File: config.mk
export PLATFORM = sky130hd
export DESIGN_NAME = edge_event_serializer
export DESIGN_NICKNAME = d
export VERILOG_FILES = /design/src/rtl/edge_event_serializer.sv
export SDC_FILE = /design/constraint.sdc
export NUM_CORES = 1
export LEC_CHECK = 0
export CAP_MARGIN = 15
export CORE_AREA = 4 4 98 100
export DETAILED_ROUTE_END_ITERATION = 10
export DIE_AREA = 0 0 102 104
export PLACE_DENSITY = 0.53
export RECOVER_POWER = 50
export SETUP_SLACK_MARGIN = 0.05
export SYNTH_ARGS = -nofsm -noshare
export SYNTH_HDL_FRONTEND = slang
export SYNTH_SLANG_ARGS = --single-unit
File: constraint.sdc
create_clock -name clk -period 7.05 [get_ports clk]
set_input_delay 1.41 -clock clk [delete_from_list [all_inputs] [get_ports clk]]
set_output_delay 1.41 -clock clk [all_outputs]
set_load 0.02 [all_outputs]
File: src/rtl/edge_event_serializer.sv
// Collects per-switch edge pulses into a pending set and presents them one at a time,
// lowest index first, over a valid/ready handshake, counting edges lost to re-triggering.
module edge_event_serializer #(
   parameter int unsigned NUM_BITS = 18,
   localparam int unsigned IDX_W = $clog2(NUM_BITS)
) (
   input  logic                clk,
   input  logic                rst_n,
   input  logic [NUM_BITS-1:0] SW_edge_det,
   input  logic [NUM_BITS-1:0] SW_level,
   input  logic                event_ready,
   input  logic                ovf_clr,
   output logic                event_valid,
   output logic [IDX_W-1:0]    event_index,
   output logic                event_level,
   output logic                overflow,
   output logic [7:0]          drop_count,
   output logic                busy
);

   typedef enum logic [0:0] {StIdle, StPresent} state_e;

   state_e              r_state, w_state_next;
   logic [NUM_BITS-1:0] r_pending, w_pending_next;
   logic [IDX_W-1:0]    r_index, w_index_next;
   logic                r_level, w_level_next;
   logic                r_ovf, w_ovf_next;
   logic [7:0]          r_drop, w_drop_next;

   logic [IDX_W-1:0]    w_sel_idx;
   logic                w_load;
   logic [NUM_BITS-1:0] w_load_mask;
   logic [NUM_BITS-1:0] w_drop_vec;
   logic [15:0]         w_drop_num;
   logic [15:0]         w_drop_sum;

   always_ff @(posedge clk or negedge rst_n) begin
      if (!rst_n) begin
         r_state   <= StIdle;
         r_pending <= '0;
         r_index   <= '0;
         r_level   <= 1'b0;
         r_ovf     <= 1'b0;
         r_drop    <= 8'd0;
      end else begin
         r_state   <= w_state_next;
         r_pending <= w_pending_next;
         r_index   <= w_index_next;
         r_level   <= w_level_next;
         r_ovf     <= w_ovf_next;
         r_drop    <= w_drop_next;
      end
   end

   always_comb begin
      w_state_next = r_state;
      w_index_next = r_index;
      w_level_next = r_level;
      w_sel_idx    = '0;
      w_drop_num   = 16'd0;

      // Descending scan so the lowest set bit is the last one written.
      for (int i = NUM_BITS - 1; i >= 0; i--) begin
         if (r_pending[i]) w_sel_idx = IDX_W'(i);
      end

      w_load      = (|r_pending) && ((r_state == StIdle) || event_ready);
      w_load_mask = w_load ? (NUM_BITS'(1) << w_sel_idx) : '0;

      // A pulse on the bit being loaded re-arms it rather than counting as lost.
      w_drop_vec     = SW_edge_det & r_pending & ~w_load_mask;
      w_pending_next = (r_pending & ~w_load_mask) | SW_edge_det;

      for (int i = 0; i < NUM_BITS; i++) begin
         w_drop_num = w_drop_num + 16'(w_drop_vec[i]);
      end
      w_drop_sum  = (ovf_clr ? 16'd0 : {8'd0, r_drop}) + w_drop_num;
      w_drop_next = (w_drop_sum > 16'd255) ? 8'hFF : w_drop_sum[7:0];
      w_ovf_next  = (|w_drop_vec) | (r_ovf & ~ovf_clr);

      if (w_load) begin
         w_state_next = StPresent;
         w_index_next = w_sel_idx;
         w_level_next = SW_level[w_sel_idx];
      end else if ((r_state == StPresent) && event_ready) begin
         w_state_next = StIdle;
      end
   end

   assign event_valid = (r_state == StPresent);
   assign event_index = r_index;
   assign event_level = r_level;
   assign overflow    = r_ovf;
   assign drop_count  = r_drop;
   assign busy        = (|r_pending) | event_valid;

endmodule

==> results of run 1 <==
flip-flops by register name, indices dropped and copies added, names as in the netlist:
| signal | count |
|---|---|
| r_pending | 18 |
| event_level | 1 |
| event_index | 5 |
| event_valid | 1 |
| drop_count | 8 |
| overflow | 1 |
worst max-delay path: stages, from the launching register on:
cell and delay, ns:
dfrtp_1 0.46, or3_1 0.39, a211o_1 0.37, a31oi_2 0.47, o211ai_1 0.24, fa_1 0.56, inv_2 0.04, fa_1 0.54
inv_2 0.04, fa_1 0.48, fa_1 0.49, inv_1 0.05, fa_1 0.52, inv_1 0.05, fa_2 0.37, fa_2 0.37
nor2b_2 0.12, o21ai_0 0.08, nand2b_1 0.10, and2_4 0.15, o21ai_1 0.07, nand2b_1 0.10, nand4_1 0.22, o21ai_1 0.14
power groups by stage:
stage	clock network, mW	logic (mW)	registers (mW)
2_1_floorplan	0	0.295	0.257
3_3_place_gp	0	0.472	0.240
3_5_place_dp	0	0.479	0.237
4_1_cts	0.222	0.483	0.235
5_1_grt	0.230	0.556	0.238
6_report	0.218	0.487	0.235
metal layers:
metal  wire, µm  global-route usage, %
met2       3649                  24.00
met1       3180                  18.44
met3        389                  2.683
met4         71                  2.999
met5          0                      0
through the flow:
step | instance area, µm² | instances | setup WS (ns) | power, mW
after global placement | 3366 | 458 | -0.2595 | 0.7118
final | 3533 | 468 | 0.5272 | 0.9403
after CTS | 3533 | 467 | 0.05507 | 0.9402
after global routing | 3533 | 468 | 0.1266 | 1.025
after floorplan | 2542 | 277 | 0.4382 | 0.5515
after detailed placement | 3366 | 458 | -0.4046 | 0.7160
cell usage after synthesis, types with 3 or more instances:
cell type,number,area [µm²]
dfrtp_1,34,850.8
nand2_1,27,101.4
inv_1,25,93.84
o21ai_0,21,105.1
nor2_1,18,67.56
nand2b_1,16,100.1
fa_1,13,260.3
ha_1,13,162.7
nor2b_1,12,75.07
o211ai_1,11,82.58
a21oi_1,8,40.04
o21ai_1,8,40.04
nand3_1,6,30.03
nand4_1,5,31.28
or3_1,5,31.28
a21o_1,3,22.52
buf_2,3,15.01
nor3_1,3,15.01
o31ai_1,3,22.52
layout make-up:
| cell class | instances | area [µm²] | area share [%] |
|---|---|---|---|
| Tap cell | 108 | 135.1 | 3.824 |
| Clock buffer | 5 | 68.82 | 1.948 |
| Sequential cell | 34 | 850.8 | 24.08 |
| Multi-Input combinational cell | 212 | 1584 | 44.83 |
| Clock inverter | 3 | 68.82 | 1.948 |
| Timing Repair Buffer | 80 | 728.2 | 20.61 |
| Inverter | 26 | 97.59 | 2.762 |
cells by family after synthesis:
| group | after synthesis | share of synthesized area, % |
|---|---|---|
| AND/OR/NAND/NOR | 107 | 22.64 |
| adder cells (fa/ha/maj) | 26 | 16.63 |
| multiplexers | 3 | 1.378 |
| AO/OA/AOI/OAI | 76 | 20.57 |
| buffers and inverters | 31 | 5.315 |
| flip-flops | 34 | 33.46 |
how the worst max path moves through the flow:
stage | start | to | slack, ns | cells after the start
finish | r_pending[2]$_DFF_PN0_ | drop_count[3]$_DFF_PN0_ | 0.53 | 23
global route | r_pending[2]$_DFF_PN0_ | drop_count[5]$_DFF_PN0_ | 0.13 | 23
global placement | event_ready | drop_count[2]$_DFF_PN0_ | -0.26 | 25
CTS | event_ready | drop_count[4]$_DFF_PN0_ | 0.06 | 25
floorplan | event_ready | drop_count[2]$_DFF_PN0_ | 0.44 | 24
detailed placement | event_ready | drop_count[4]$_DFF_PN0_ | -0.40 | 25
repair_timing:
item | in CTS | in global routing
resized for setup | 6 | 11
pin swaps | 3 | 10
setup endpoints to repair | 7 | 8
buffers inserted | 1 | 1
gates cloned | 0 | 0
==> flow_summary.toml, run 1 <==
[logic_synthesis]
yosys_most_used_dff = "dfrtp_1"
syn_inst = 277
syn_area_um2 = 2542
syn_nets = 343
ys_seq_area_share_pct = 33.46
synth.distinct_cells = 52
syn-mean-instance-area_um2 = 9.178
synth-edff-count = 0
ys_ff_latch = 34
ys_warn_count = 0
synthArstFlopShare_pct = 100.0

[timing]
setup_tns_ns = 0
finClkSkew_ns = 0.01213
max_freq_mhz = 153.3
timing_hold_violations_final = 0
fin_hold_ws_ns = 0.4779
period_needed_ns = 6.523
rsz0062_at_grt = "no"
slew-limit-headroom_pct = -27.35
post-route-period-util_pct = 92.52
slew_viol_final = 35
worst_pin_slew_ns = 1.910
setup_violations = 0

[setup_path]
reg2reg_to = "drop_count[3]$_DFF_PN0_"
endpoint_kind = "flop"
cp_data_arrival_time_ns = 6.75
worstReg2RegStart = "r_pending[2]$_DFF_PN0_"
cp_data_required_time_ns = 7.27
reg2reg_setup_slack_ns = 0.53
path_class = "reg -> reg"
rr_worst_depth = 23
critPathMaxFanout = 10
worstSetupStartpointType = "flop"

[detailed_routing]
ant_nets = 0
detail_route.first_pass.iterations = 4
drc_errors = 0
avgViaCountPerCell = 5.034
vias = 2356
routedWlPerCell_um = 15.58
drtIter0Drc = 110
wirelength_um = 7291

[clock_network]
clkSinkCount = 34
postCtsHoldBufs = 0
cts_tree = "built"
htreeDepth = 2
numCtsBuffers = 5
clock_latency_ns = 0.29
clock_tree.root_cell = "clkbuf_8"
path_clk_slew_ns = 0.08
clockBufferDepth = 2

[final_layout]
drive_gt1_share_pct = 13.61
nNetsFinal = 425
final_cell_mix = "clkdlybuf4s50_1, dfrtp_1, nand2_1"
fillCellCount = 897
final_common_cell = "clkdlybuf4s50_1"
area_growth_pct = 38.98
diodes = 0
finish.utilization_pct = 40.72

[placement]
gp_congestion = 0.8378
numPortBuffers = 56
hpwl_um = 5861

[floorplan]
die_area_um2 = 10610
initial_utilization_pct = 29.30
core_um2 = 8678
ios = 57
die_w_um = 102
rows = 34
dieHeight_um = 104

[flow_run]
drv_cap = 1

[pwr]
p_leak_nw = 1.492
switching_share_pct = 35.64
p_per_area_nw_per_um2 = 266.1
seqPwrFrac_pct = 25.0
intPower_mw = 0.6051
clock_power_share_pct = 23.2
ir_worst_vdd_mv = 0.1974
switchingPower_mw = 0.3351
combPwrFrac_pct = 51.8

[worst_hold_path]
worstHoldPathType = "reg -> reg"
min-delay-start = "event_index[3]$_DFFE_PN0P_"
holdPathEnd = "event_index[3]$_DFFE_PN0P_"
min_path_cells = 1

[outcome]
run_status = "complete, but fails checks"
violations = "capacitance limit, slew limit"

[grt]
grt_pass1_vias = 2342
grt_pass1_wl_um = 11820
antenna_found_initial = 0
grt_start_max_net_pins = 35
grt_overflow_total = 0
grt_usage_pct = 14.12
Power figures use the tool's default switching activity.
==> inputs of run 2 (changes only) <==
Settings changed: CTS_BUF_LIST set to sky130_fd_sc_hd__clkbuf_4 sky130_fd_sc_hd__clkbuf_8.
==> results of run 2 <==
Same layout as run 1: the final DEF is identical, and so are final timing and power.
==> inputs of run 3 (changes only) <==
Settings changed: CTS_CLUSTER_SIZE set to 14.
==> results of run 3 <==
Same layout as run 1: the final DEF is identical, and so are final timing and power.
